### config.mk
export PLATFORM = sky130hd
export DESIGN_NAME = sid_filter_mult_clip_flat
export DESIGN_NICKNAME = d
export VERILOG_FILES = /design/src/rtl/sid_pkg.sv /design/src/rtl/sid_filter_mult_clip_if.sv /design/src/rtl/sid_filter_mult_clip_clipper.sv /design/src/rtl/sid_filter_mult_clip_mult.sv /design/src/rtl/sid_filter_mult_clip.sv /design/src/flat_wrapper.sv
export SDC_FILE = /design/constraint.sdc
export NUM_CORES = 1
export LEC_CHECK = 0
export ABC_AREA = 1
export CAP_MARGIN = 20
export CORE_ASPECT_RATIO = 1.2
export CORE_UTILIZATION = 39
export DETAILED_ROUTE_END_ITERATION = 10
export GPL_TIMING_DRIVEN = 0
export SYNTH_ARGS = -nofsm -noshare
export SYNTH_HDL_FRONTEND = slang
export SYNTH_SLANG_ARGS = --single-unit
### constraint.sdc
create_clock -name clk -period 7.49 [get_ports clk]
set_input_delay 1.498 -clock clk [delete_from_list [all_inputs] [get_ports clk]]
set_output_delay 1.498 -clock clk [all_outputs]
set_load 0.02 [all_outputs]
### src/rtl/sid_pkg.sv
// Shared widths, saturation limits and the 18-bit-to-16-bit saturator used by
// the SID filter multiplier and the integrator clippers.
`timescale 1ns/1ps
package sid_pkg;

   localparam int SAMPLE_W = 16;
   localparam int ACC_W    = 17;
   localparam int COEF_W   = 16;

   localparam logic signed [SAMPLE_W-1:0] SAT_MAX = 16'sh7FFF;
   localparam logic signed [SAMPLE_W-1:0] SAT_MIN = 16'sh8000;

   // Saturate an 18-bit signed value to 16 bits. The value fits when its top
   // three bits all agree; otherwise the sign bit picks the rail.
   function automatic logic signed [SAMPLE_W-1:0] sat16(input logic signed [17:0] x);
      logic signed [SAMPLE_W-1:0] r;
      if ((x[17:15] == 3'b000) || (x[17:15] == 3'b111)) begin
         r = x[15:0];
      end else if (x[17]) begin
         r = SAT_MIN;
      end else begin
         r = SAT_MAX;
      end
      return r;
   endfunction

endpackage

### src/rtl/sid_filter_mult_clip_if.sv
// Bus between the filter state machine / mixer and the arithmetic datapath.
// Handshake: iValid is a pure tag that travels with iSignal/iCoef; there is no
// ready and no back-pressure. The datapath samples operands every cycle and
// returns oValid aligned with oOut exactly two cycles later.
`timescale 1ns/1ps
interface sid_filter_mult_clip_if;
   import sid_pkg::*;

   logic signed [ACC_W-1:0]    iSignal;
   logic        [COEF_W-1:0]   iCoef;
   logic                       iValid;
   logic signed [SAMPLE_W-1:0] oOut;
   logic                       oValid;

   logic signed [ACC_W-1:0]    iLow;
   logic signed [ACC_W-1:0]    iBand;
   logic signed [ACC_W-1:0]    iHigh;
   logic signed [SAMPLE_W-1:0] oLP;
   logic signed [SAMPLE_W-1:0] oBP;
   logic signed [SAMPLE_W-1:0] oHP;

   // Filter side: supplies operands and integrator states.
   modport master (
      output iSignal, iCoef, iValid, iLow, iBand, iHigh,
      input  oOut, oValid, oLP, oBP, oHP
   );

   // Datapath side.
   modport slave (
      input  iSignal, iCoef, iValid, iLow, iBand, iHigh,
      output oOut, oValid, oLP, oBP, oHP
   );

endinterface

### src/rtl/sid_filter_mult_clip_clipper.sv
// Combinational 17-bit to 16-bit saturator for one integrator state.
`timescale 1ns/1ps
module clipper
   import sid_pkg::*;
(
   input  logic signed [ACC_W-1:0]    din,
   output logic signed [SAMPLE_W-1:0] dout
);

   // Sign-extend to the saturator width and clamp.
   always_comb begin
      dout = sat16({din[ACC_W-1], din});
   end

endmodule

### src/rtl/sid_filter_mult_clip_mult.sv
// Two-stage signed(17) x unsigned(16) coefficient multiplier. Stage 1 holds
// the operands, stage 2 holds the scaled, saturated product. The shape maps
// onto a DSP block with input and output registers.
`timescale 1ns/1ps
module mult16x16
   import sid_pkg::*;
(
   input  logic                       clk,
   input  logic                       rst,
   input  logic signed [ACC_W-1:0]    sig,
   input  logic        [COEF_W-1:0]   coef,
   output logic signed [SAMPLE_W-1:0] result
);

   logic signed [ACC_W-1:0]  sig_q;
   logic        [COEF_W-1:0] coef_q;
   logic signed [33:0]       product;
   logic signed [17:0]       scaled;
   logic                     unused_frac;

   // Stage 1: capture operands.
   always_ff @(posedge clk) begin
      if (rst) begin
         sig_q  <= '0;
         coef_q <= '0;
      end else begin
         sig_q  <= sig;
         coef_q <= coef;
      end
   end

   // Exact 34-bit product; taking bits [33:16] is an arithmetic shift by 16,
   // which floors toward minus infinity.
   always_comb begin
      product     = $signed({{17{sig_q[ACC_W-1]}}, sig_q}) * $signed({18'd0, coef_q});
      scaled      = product[33:16];
      unused_frac = ^product[15:0];
   end

   // Stage 2: register the saturated result.
   always_ff @(posedge clk) begin
      if (rst) begin
         result <= '0;
      end else begin
         result <= sat16(scaled);
      end
   end

endmodule

### src/rtl/sid_filter_mult_clip.sv
// SID filter arithmetic datapath: coefficient multiplier with a valid tag
// pipeline matched to its two-cycle latency, plus three output clippers.
`timescale 1ns/1ps
module sid_filter_mult_clip
   import sid_pkg::*;
(
   input  logic                   clk,
   input  logic                   rst,
   sid_filter_mult_clip_if.slave  bus
);

   logic [1:0] valid_q;

   mult16x16 u_mult (
      .clk    (clk),
      .rst    (rst),
      .sig    (bus.iSignal),
      .coef   (bus.iCoef),
      .result (bus.oOut)
   );

   // Valid tag follows the operands through both multiplier stages.
   always_ff @(posedge clk) begin
      if (rst) begin
         valid_q <= 2'b00;
      end else begin
         valid_q <= {valid_q[0], bus.iValid};
      end
   end

   assign bus.oValid = valid_q[1];

   clipper u_lp (.din(bus.iLow),  .dout(bus.oLP));
   clipper u_bp (.din(bus.iBand), .dout(bus.oBP));
   clipper u_hp (.din(bus.iHigh), .dout(bus.oHP));

endmodule

### src/flat_wrapper.sv
// flat-port wrapper written by rule: the top's interface ports become plain ports
module sid_filter_mult_clip_flat import sid_pkg::*;
  (clk, rst, bus_iSignal, bus_iCoef, bus_iValid, bus_iLow, bus_iBand, bus_iHigh, bus_oOut, bus_oValid, bus_oLP, bus_oBP, bus_oHP);
  sid_filter_mult_clip_if bus_i ();
  input  logic clk;
  input  logic rst;
  input wire logic [$bits(bus_i.iSignal)-1:0] bus_iSignal;
  input wire logic [$bits(bus_i.iCoef)-1:0] bus_iCoef;
  input wire logic [$bits(bus_i.iValid)-1:0] bus_iValid;
  input wire logic [$bits(bus_i.iLow)-1:0] bus_iLow;
  input wire logic [$bits(bus_i.iBand)-1:0] bus_iBand;
  input wire logic [$bits(bus_i.iHigh)-1:0] bus_iHigh;
  output wire logic [$bits(bus_i.oOut)-1:0] bus_oOut;
  output wire logic [$bits(bus_i.oValid)-1:0] bus_oValid;
  output wire logic [$bits(bus_i.oLP)-1:0] bus_oLP;
  output wire logic [$bits(bus_i.oBP)-1:0] bus_oBP;
  output wire logic [$bits(bus_i.oHP)-1:0] bus_oHP;
  assign bus_i.iSignal = bus_iSignal;
  assign bus_i.iCoef = bus_iCoef;
  assign bus_i.iValid = bus_iValid;
  assign bus_i.iLow = bus_iLow;
  assign bus_i.iBand = bus_iBand;
  assign bus_i.iHigh = bus_iHigh;
  assign bus_oOut = bus_i.oOut;
  assign bus_oValid = bus_i.oValid;
  assign bus_oLP = bus_i.oLP;
  assign bus_oBP = bus_i.oBP;
  assign bus_oHP = bus_i.oHP;
  sid_filter_mult_clip u_core (.clk(clk), .rst(rst), .bus(bus_i));
endmodule
==> PnR_summary.wiki, run 1 <==
{| class="wikitable"
! Metric !! Value
|-
| Gate count of the mapped netlist || 1809
|-
| Post-placement cell area || 15400 sq um
|-
| Residual antenna-violating net count after detailed routing || 0
|-
| Global-route wire length before repair || 59000 um
|-
| Per-instance average area after synthesis || 7.39 sq um
|-
| I/O pin total || 152
|-
| Mapped Area || 13400 sq um
|-
| Power density normalized to cell area || 182 nW/um^2
|-
| Final period util || 0.915
|-
| Total clock buffers created by CTS || 5
|-
| Total of buffers placed on input and output ports || 150
|-
| Count of placed standard cells including taps || 2409
|-
| Max-capacitance violation count || 0
|-
| Detailed Route Iter0 Violations || 684
|-
| Count of inserted antenna diode cells || 0
|-
| Worst hold endpoint || u_core.valid_q[1]
|-
| Fillcell total || 3462
|-
| Quantity of gates resized following cts || 0
|-
| Worst reg2reg path startpoint || u_core.u_mult.sig_q[16]
|-
| Proportion of layout cells with a drive suffix above 1 || 0.0376
|-
| Count of endpoints failing hold in the final timing report || 0
|-
| Maximum root-to-sink buffer count || 2
|-
| Number of global-route vias before repair || 11868
|-
| CTS H-Tree Depth || 2
|-
| Count of endpoints failing setup in the final report || 0
|-
| Worst relative slew slack || 0.387
|-
| Layout Nets || 2421
|-
| Capturing element type of the critical path || register
|-
| CTS tree || yes
|-
| Wire length per cell || 14.5 um
|-
| Total wire length after detailed routing || 35000 um
|-
| Clock transition at the register clock pins on the worst setup and hold paths after CTS || 70 ps
|-
| Summed area of non-filler cells in the final layout || 15600 sq um
|-
| Register-to-Register Path Depth || 27
|-
| Critical path arrival || 7040 ps
|-
| Chip width || 171 um
|-
| Iteration count of the initial detailed-routing pass || 5
|-
| Maximum number of pins on one net before global-route repair || 17
|-
| Worst R2R Setup Slack || 630 ps
|-
| Height of the die || 205 um
|-
| Die Footprint || 35000 sq um
|-
| P&R area growth vs syn || 16.6%
|-
| Core area || 33400 sq um
|-
| Share of synthesized area occupied by flip-flops and latches || 0.0764
|-
| Effective utilization at floorplan || 0.400
|-
| Total overflow reported by the global router || 0
|-
| Maximum resistive drop on vdd || 0.143 mV
|-
| Post-DR vias/cell || 4.55
|-
| Leakage power || 9.22 nW
|-
| Setup fix buffers added after clock tree synthesis || 0
|-
| Antenna violations before repair || 0
|-
| Combined area of the multi-input logic cells || 9870 sq um
|-
| Number of cells on the worst hold path || 2
|-
| DRC violations left || 0
|-
| Total number of vias || 11003
|-
| Yosys reg bits || 51
|-
| Min cycle time layout || 6860 ps
|-
| Standard-cell row count || 73
|-
| Result of the run || completed
|-
| Critical register-to-register path endpoint || u_core.u_mult.result[14]
|-
| Hold path start || u_core.valid_q[0]
|-
| Flip-flop and latch area || 1020 sq um
|-
| Start-to-end type of the worst setup path || reg -> reg
|-
| Number of max-slew violations in the final report || 0
|-
| Sum Neg Setup Slack || 0 ps
|-
| Number of buffers inserted by hold repair at cts || 0
|-
| CTS Root Cell || sky130_fd_sc_hd__clkbuf_16
|-
| Critical path startpoint category || register
|-
| Fin Clk Skew || 11.4 ps
|-
| Final estimated routing congestion in global placement || 0.917
|-
| Net count of the mapped netlist || 2264
|-
| Number of synthesis warnings || 0
|-
| Global Route Usage Sum || 0.222
|-
| Hold/Removal Path Class || reg -> reg
|-
| Final non-filler cell total || 2417
|-
| Post-synthesis cell type count || 37
|-
| Latest clock arrival within the worst-skew pair || 340 ps
|-
| Required time at the endpoint of the critical path || 7680 ps
|-
| Number of sinks handled by clock tree synthesis || 51
|-
| Tightest Pin Transition || 919 ps
|-
| Largest fanout on the critical path || 10
|-
| RSZ-0062 raised after global routing || no
|-
| Highest achievable clock rate || 146 MHz
|-
| Final HPWL DP || 30600 um
|}
-- logic make-up after synthesis --
logic type,after synthesis,synth area share
flip-flops,51,0.0764
XOR/XNOR,14,0.00917
AO/OA/AOI/OAI,61,0.0299
AND/OR/NAND/NOR,661,0.199
buffers and inverters,654,0.185
adder cells (fa/ha/maj),368,0.500
-- metrics by stage --
| stage | power (mW) | hold slack, ps | utilization | worst slack (ps) |
|---|---|---|---|---|
| 2_1_floorplan | 1.98 | 388 | - | 1610 |
| 3_3_place_gp | 2.59 | 395 | 0.462 | 671 |
| 3_5_place_dp | 2.60 | 400 | 0.462 | 647 |
| 4_1_cts | 2.89 | 412 | 0.466 | 620 |
| 5_1_grt | 3.20 | 419 | 0.466 | 172 |
| 6_report | 2.83 | 408 | 0.466 | 633 |
-- power by group --
| group | switching, mW | total (mW) | internal (mW) |
|---|---|---|---|
| logic | 1.37 | 2.23 | 0.866 |
| clock network | 0.129 | 0.263 | 0.134 |
| registers | 0.0122 | 0.337 | 0.325 |
| total | 1.51 | 2.83 | 1.33 |
-- final cells by class --
class                           instances  share of cell area
Buffer                                 81              0.0210
Clock buffer                            6             0.00891
Clock inverter                          2             0.00104
Inverter                              573               0.138
Multi-Input combinational cell       1104               0.633
Sequential cell                        51              0.0655
Tap cell                              450              0.0361
Timing Repair Buffer                  150              0.0963
-- placed cells by master, fill, tap and decap left out, types with 7 or more instances in the layout --
master and instances:
sky130_fd_sc_hd__inv_1 563, sky130_fd_sc_hd__nand2_1 527, sky130_fd_sc_hd__clkbuf_1 79, sky130_fd_sc_hd__a21oi_1 27
sky130_fd_sc_hd__a21oi_2 17, sky130_fd_sc_hd__clkdlybuf4s50_1 150, sky130_fd_sc_hd__nor2_2 7, sky130_fd_sc_hd__nand2_2 13
sky130_fd_sc_hd__ha_1 91, sky130_fd_sc_hd__or2_2 7, sky130_fd_sc_hd__fa_1 277, sky130_fd_sc_hd__inv_2 10
sky130_fd_sc_hd__nand3_1 17, sky130_fd_sc_hd__dfxtp_1 51, sky130_fd_sc_hd__nor2_1 68, sky130_fd_sc_hd__xor2_1 10
-- registers in the layout (all words and copies together), names as in the netlist --
register              count
u_core.valid_q            2
u_core.u_mult.result     16
u_core.u_mult.coef_q     16
u_core.u_mult.sig_q      17
-- synthesized netlist by cell type --
cell	count	share of area
sky130_fd_sc_hd__inv_1	563	0.16
sky130_fd_sc_hd__nand2_1	527	0.15
sky130_fd_sc_hd__fa_1	277	0.41
sky130_fd_sc_hd__ha_1	91	0.085
sky130_fd_sc_hd__clkbuf_1	79	0.022
sky130_fd_sc_hd__nor2_1	68	0.019
sky130_fd_sc_hd__dfxtp_1	51	0.076
sky130_fd_sc_hd__a21oi_1	27	0.010
sky130_fd_sc_hd__a21oi_2	17	0.011
sky130_fd_sc_hd__nand3_1	17	0.0064
sky130_fd_sc_hd__nand2_2	13	0.0061
sky130_fd_sc_hd__inv_2	10	0.0028
sky130_fd_sc_hd__xor2_1	10	0.0066
sky130_fd_sc_hd__nor2_2	7	0.0033
sky130_fd_sc_hd__or2_2	7	0.0033
sky130_fd_sc_hd__o21bai_1	6	0.0034
sky130_fd_sc_hd__o21ai_0	5	0.0019
sky130_fd_sc_hd__nand4_1	4	0.0019
sky130_fd_sc_hd__nor3_1	4	0.0015
sky130_fd_sc_hd__xnor2_1	4	0.0026
sky130_fd_sc_hd__nand3_2	3	0.0022
sky130_fd_sc_hd__nand2_4	2	0.0017
sky130_fd_sc_hd__nand3b_1	2	0.0011
sky130_fd_sc_hd__nor2_4	2	0.0017
sky130_fd_sc_hd__a21boi_0	1	0.00056
sky130_fd_sc_hd__a21boi_2	1	0.00084
sky130_fd_sc_hd__a21o_1	1	0.00056
sky130_fd_sc_hd__and2_1	1	0.00047
sky130_fd_sc_hd__and3_1	1	0.00047
sky130_fd_sc_hd__buf_12	1	0.0015
sky130_fd_sc_hd__buf_6	1	0.00084
sky130_fd_sc_hd__nor3_2	1	0.00075
sky130_fd_sc_hd__nor4_1	1	0.00047
sky130_fd_sc_hd__nor4_2	1	0.00094
sky130_fd_sc_hd__o211ai_1	1	0.00056
sky130_fd_sc_hd__o21a_1	1	0.00056
sky130_fd_sc_hd__o21ai_1	1	0.00037
-- routing by layer --
metal  routed length, um  GRT usage  share of wire
met1               14200      0.265           0.41
met3                1230     0.0214          0.035
met2               18200      0.404           0.52
met4                1400     0.0880          0.040
met5                   0          0              0
-- worst max-delay path, stage by stage, from the launching register on --
cell,delay [ps]
sky130_fd_sc_hd__dfxtp_1,320
sky130_fd_sc_hd__clkbuf_1,360
sky130_fd_sc_hd__clkbuf_1,470
sky130_fd_sc_hd__nand2_1,180
sky130_fd_sc_hd__inv_1,170
sky130_fd_sc_hd__fa_1,500
sky130_fd_sc_hd__inv_1,160
sky130_fd_sc_hd__fa_1,400
sky130_fd_sc_hd__inv_1,310
sky130_fd_sc_hd__fa_1,520
sky130_fd_sc_hd__fa_1,510
sky130_fd_sc_hd__fa_1,490
sky130_fd_sc_hd__inv_1,50
sky130_fd_sc_hd__fa_1,480
sky130_fd_sc_hd__inv_1,40
sky130_fd_sc_hd__ha_1,360
sky130_fd_sc_hd__nand2_1,110
sky130_fd_sc_hd__nor2_1,260
sky130_fd_sc_hd__nand2_1,110
sky130_fd_sc_hd__nor2_1,100
sky130_fd_sc_hd__nand2_1,110
sky130_fd_sc_hd__nand2_1,90
sky130_fd_sc_hd__nand2_1,60
sky130_fd_sc_hd__nand2_2,70
sky130_fd_sc_hd__nand3_1,110
sky130_fd_sc_hd__nand2_4,150
sky130_fd_sc_hd__buf_12,150
sky130_fd_sc_hd__a21oi_2,60
-- how the worst max path moves through the flow --
stage,start,to,cells after the start
final,u_core.u_mult.sig_q[16],u_core.u_mult.result[14],27
after global placement,u_core.u_mult.sig_q[16],u_core.u_mult.result[14],27
after CTS,u_core.u_mult.sig_q[16],u_core.u_mult.result[14],27
after floorplan,u_core.u_mult.sig_q[16],u_core.u_mult.result[10],27
after detailed placement,u_core.u_mult.sig_q[16],u_core.u_mult.result[14],27
after global routing,u_core.u_mult.sig_q[16],u_core.u_mult.result[14],27
No activity file was read; power rests on OpenSTA's default activity.
==> inputs of run 2 (changes only) <==
Settings changed: CORE_UTILIZATION 39 to 60, PLACE_DENSITY set to 0.84, TNS_END_PERCENT set to 50.
==> run 2 against run 1 <==
The flow now finishes with violations (DRC); sequential cell count is the same; clock power rose by 11%; first-iteration DRC count decreased by 1.0%; die area is 35% lower; maximum frequency decreased by 1.6%; non-clock buffer count is the same; highest routed layer unchanged; worst setup slack got worse by 110 ps; sequential share of layout area rose by 0.088 points; register-to-register slack got worse by 110 ps; clock skew rose by 9.5 ps.
==> PnR_summary.wiki, run 2 (synthesized netlist as in run 1, its figures left out) <==
{| class="wikitable"
! Metric !! Value
|-
| Result of the run || finished, violations left
|-
| Violated checks || DRC
|-
| Quantity of gates resized following cts || 0
|-
| Critical path startpoint category || register
|-
| Final HPWL DP || 28600 um
|-
| Final estimated routing congestion in global placement || 0.922
|-
| Sw Ratio || 0.529
|-
| Power density normalized to cell area || 187 nW/um^2
|-
| Fillcell total || 1739
|-
| Largest fanout on the critical path || 10
|-
| Detailed Route Iter0 Violations || 677
|-
| Critical path arrival || 7130 ps
|-
| Largest registers || u_core.u_mult.sig_q x17, u_core.u_mult.coef_q x16, u_core.u_mult.result x16
|-
| Layout Nets || 2421
|-
| Count of endpoints failing setup in the final report || 0
|-
| Dpl ws || 656 ps
|-
| Number of buffers inserted by hold repair at cts || 0
|-
| Number of max-slew violations in the final report || 0
|-
| Sequential cell fraction of total power || 0.117
|-
| Max-capacitance violation count || 0
|-
| Utilization of the core after routing || 0.706
|-
| Die Footprint || 22900 sq um
|-
| Wire length per cell || 15.0 um
|-
| CTS H-Tree Depth || 2
|-
| CTS tree || yes
|-
| Setup fix buffers added after clock tree synthesis || 0
|-
| Most frequent standard cell in the layout excluding fill and tap cells || sky130_fd_sc_hd__inv_1
|-
| I/O pin total || 152
|-
| Tightest Pin Transition || 725 ps
|-
| Capturing element type of the critical path || register
|-
| Total of buffers placed on input and output ports || 150
|-
| Total number of vias || 11366
|-
| Hold/Removal Path Class || reg -> reg
|-
| Required time at the endpoint of the critical path || 7660 ps
|-
| Most frequent cells in the layout || sky130_fd_sc_hd__inv_1 (563), sky130_fd_sc_hd__nand2_1 (527), sky130_fd_sc_hd__fa_1 (277)
|-
| Antenna violations before repair || 0
|-
| Maximum number of pins on one net before global-route repair || 17
|-
| Standard-cell row count || 59
|-
| Highest achievable clock rate || 144 MHz
|-
| Number of flip-flops under the largest register name || 17
|-
| Number of sinks handled by clock tree synthesis || 51
|-
| Design internal power || 1.36 mW
|-
| Post-DR vias/cell || 5.07
|-
| Leakage power || 9.23 nW
|-
| CTS Root Cell || sky130_fd_sc_hd__clkbuf_16
|-
| Height of the die || 166 um
|-
| Net switching power of the design || 1.53 mW
|-
| Total wire length after detailed routing || 33500 um
|-
| Iteration count of the initial detailed-routing pass || 8
|-
| Count of inserted antenna diode cells || 0
|-
| Maximum resistive drop on vdd || 0.151 mV
|-
| Proportion of layout cells with a drive suffix above 1 || 0.0376
|-
| Maximum root-to-sink buffer count || 2
|-
| Sum Neg Setup Slack || 0 ps
|-
| Count of endpoints failing hold in the final timing report || 0
|-
| Portion of total power attributed to the clock network || 0.101
|-
| Global-route wire length before repair || 55900 um
|-
| RSZ-0062 raised after global routing || no
|-
| Total clock buffers created by CTS || 5
|-
| Residual antenna-violating net count after detailed routing || 0
|-
| Number of global-route vias before repair || 11890
|-
| Latest clock arrival within the worst-skew pair || 320 ps
|-
| Chip width || 138 um
|-
| Effective utilization at floorplan || 0.614
|-
| P&R area growth vs syn || 15.1%
|-
| Min cycle time layout || 6970 ps
|-
| Core area || 21800 sq um
|-
| Clock transition at the register clock pins on the worst setup and hold paths after CTS || 70 ps
|-
| Worst relative slew slack || 0.516
|-
| Worst setup margin || 522 ps
|-
| DRC violations left || 6
|-
| Overall Power || 2.88 mW
|-
| Share of total power in combinational logic || 0.782
|-
| Final period util || 0.930
|-
| Fin Clk Skew || 21.0 ps
|-
| Start-to-end type of the worst setup path || reg -> reg
|-
| CP max stage cell || sky130_fd_sc_hd__fa_1
|-
| Hold slack final || 406 ps
|-
| Global Route Usage Sum || 0.318
|-
| Register with the most flip-flops || u_core.u_mult.sig_q
|-
| Total overflow reported by the global router || 0
|-
| CP peak stage delay || 520 ps
|}
==> run 2: changes by cell type in the layout (fill, tap and decap cells not counted), sizes merged <==
cell	previous run	this run
bufinv	0	1
clkbuf	85	84
clkinvlp	1	0
clkinv	1	2
==> run 2: per-layer routing <==
layer	track usage	wire, um	vias up	part of all wire
li1	-	-	5303	-
met1	0.357	11800	5435	0.35
met2	0.581	17000	476	0.51
met3	0.0384	2320	152	0.069
met4	0.206	2360	0	0.070
met5	0	0	-	0
==> run 2: power groups by stage <==
stage / Sequential (mW) / Combinational [mW] / Clock [mW]
after global routing: 0.344 / 2.54 / 0.304
after detailed placement: 0.345 / 2.24 / 0
after CTS: 0.338 / 2.26 / 0.291
after global placement: 0.344 / 2.20 / 0
after floorplan: 0.394 / 1.59 / 0
final: 0.338 / 2.25 / 0.291
==> run 2: critical path: cells and delay by family, from the launching register on <==
kind	cells	cell delay, ps
adder cells (fa/ha/maj)	7	3290
buffers and inverters	8	1760
flip-flops	1	310
AND/OR/NAND/NOR	11	1410
AO/OA/AOI/OAI	1	60
==> run 2: stage by stage <==
step | cells | instance area, sq um
floorplan | 1809 | 13400
global placement | 2233 | 15200
detailed placement | 2233 | 15200
CTS | 2241 | 15400
global route | 2241 | 15400
finish | 2241 | 15400
==> run 2: worst paths after layout <==
| check | cells after the start | endpoint | start | slack [ps] |
|---|---|---|---|---|
| setup / recovery | 27 | u_core.u_mult.result[12] | u_core.u_mult.sig_q[16] | 520 |
| hold / removal | 2 | u_core.valid_q[1] | u_core.valid_q[0] | 410 |
| setup reg to reg | 27 | u_core.u_mult.result[12] | u_core.u_mult.sig_q[16] | 520 |
| hold reg to reg | 2 | u_core.valid_q[1] | u_core.valid_q[0] | 410 |
==> run 2: area by class of cell <==
cell class / instances / area, sq um / area share
Clock inverter: 3 / 43.8 / 0.00285
Timing Repair Buffer: 150 / 1500 / 0.0976
Sequential cell: 51 / 1020 / 0.0664
Buffer: 81 / 328 / 0.0213
Tap cell: 274 / 343 / 0.0223
Multi-Input combinational cell: 1104 / 9870 / 0.642
Inverter: 573 / 2150 / 0.140
Clock buffer: 5 / 125 / 0.00813
==> inputs of run 3 (changes only) <==
Settings changed: TNS_END_PERCENT 50 to unset.
==> results of run 3 <==
Same layout as run 2: the final DEF is identical, and so are final timing and power.
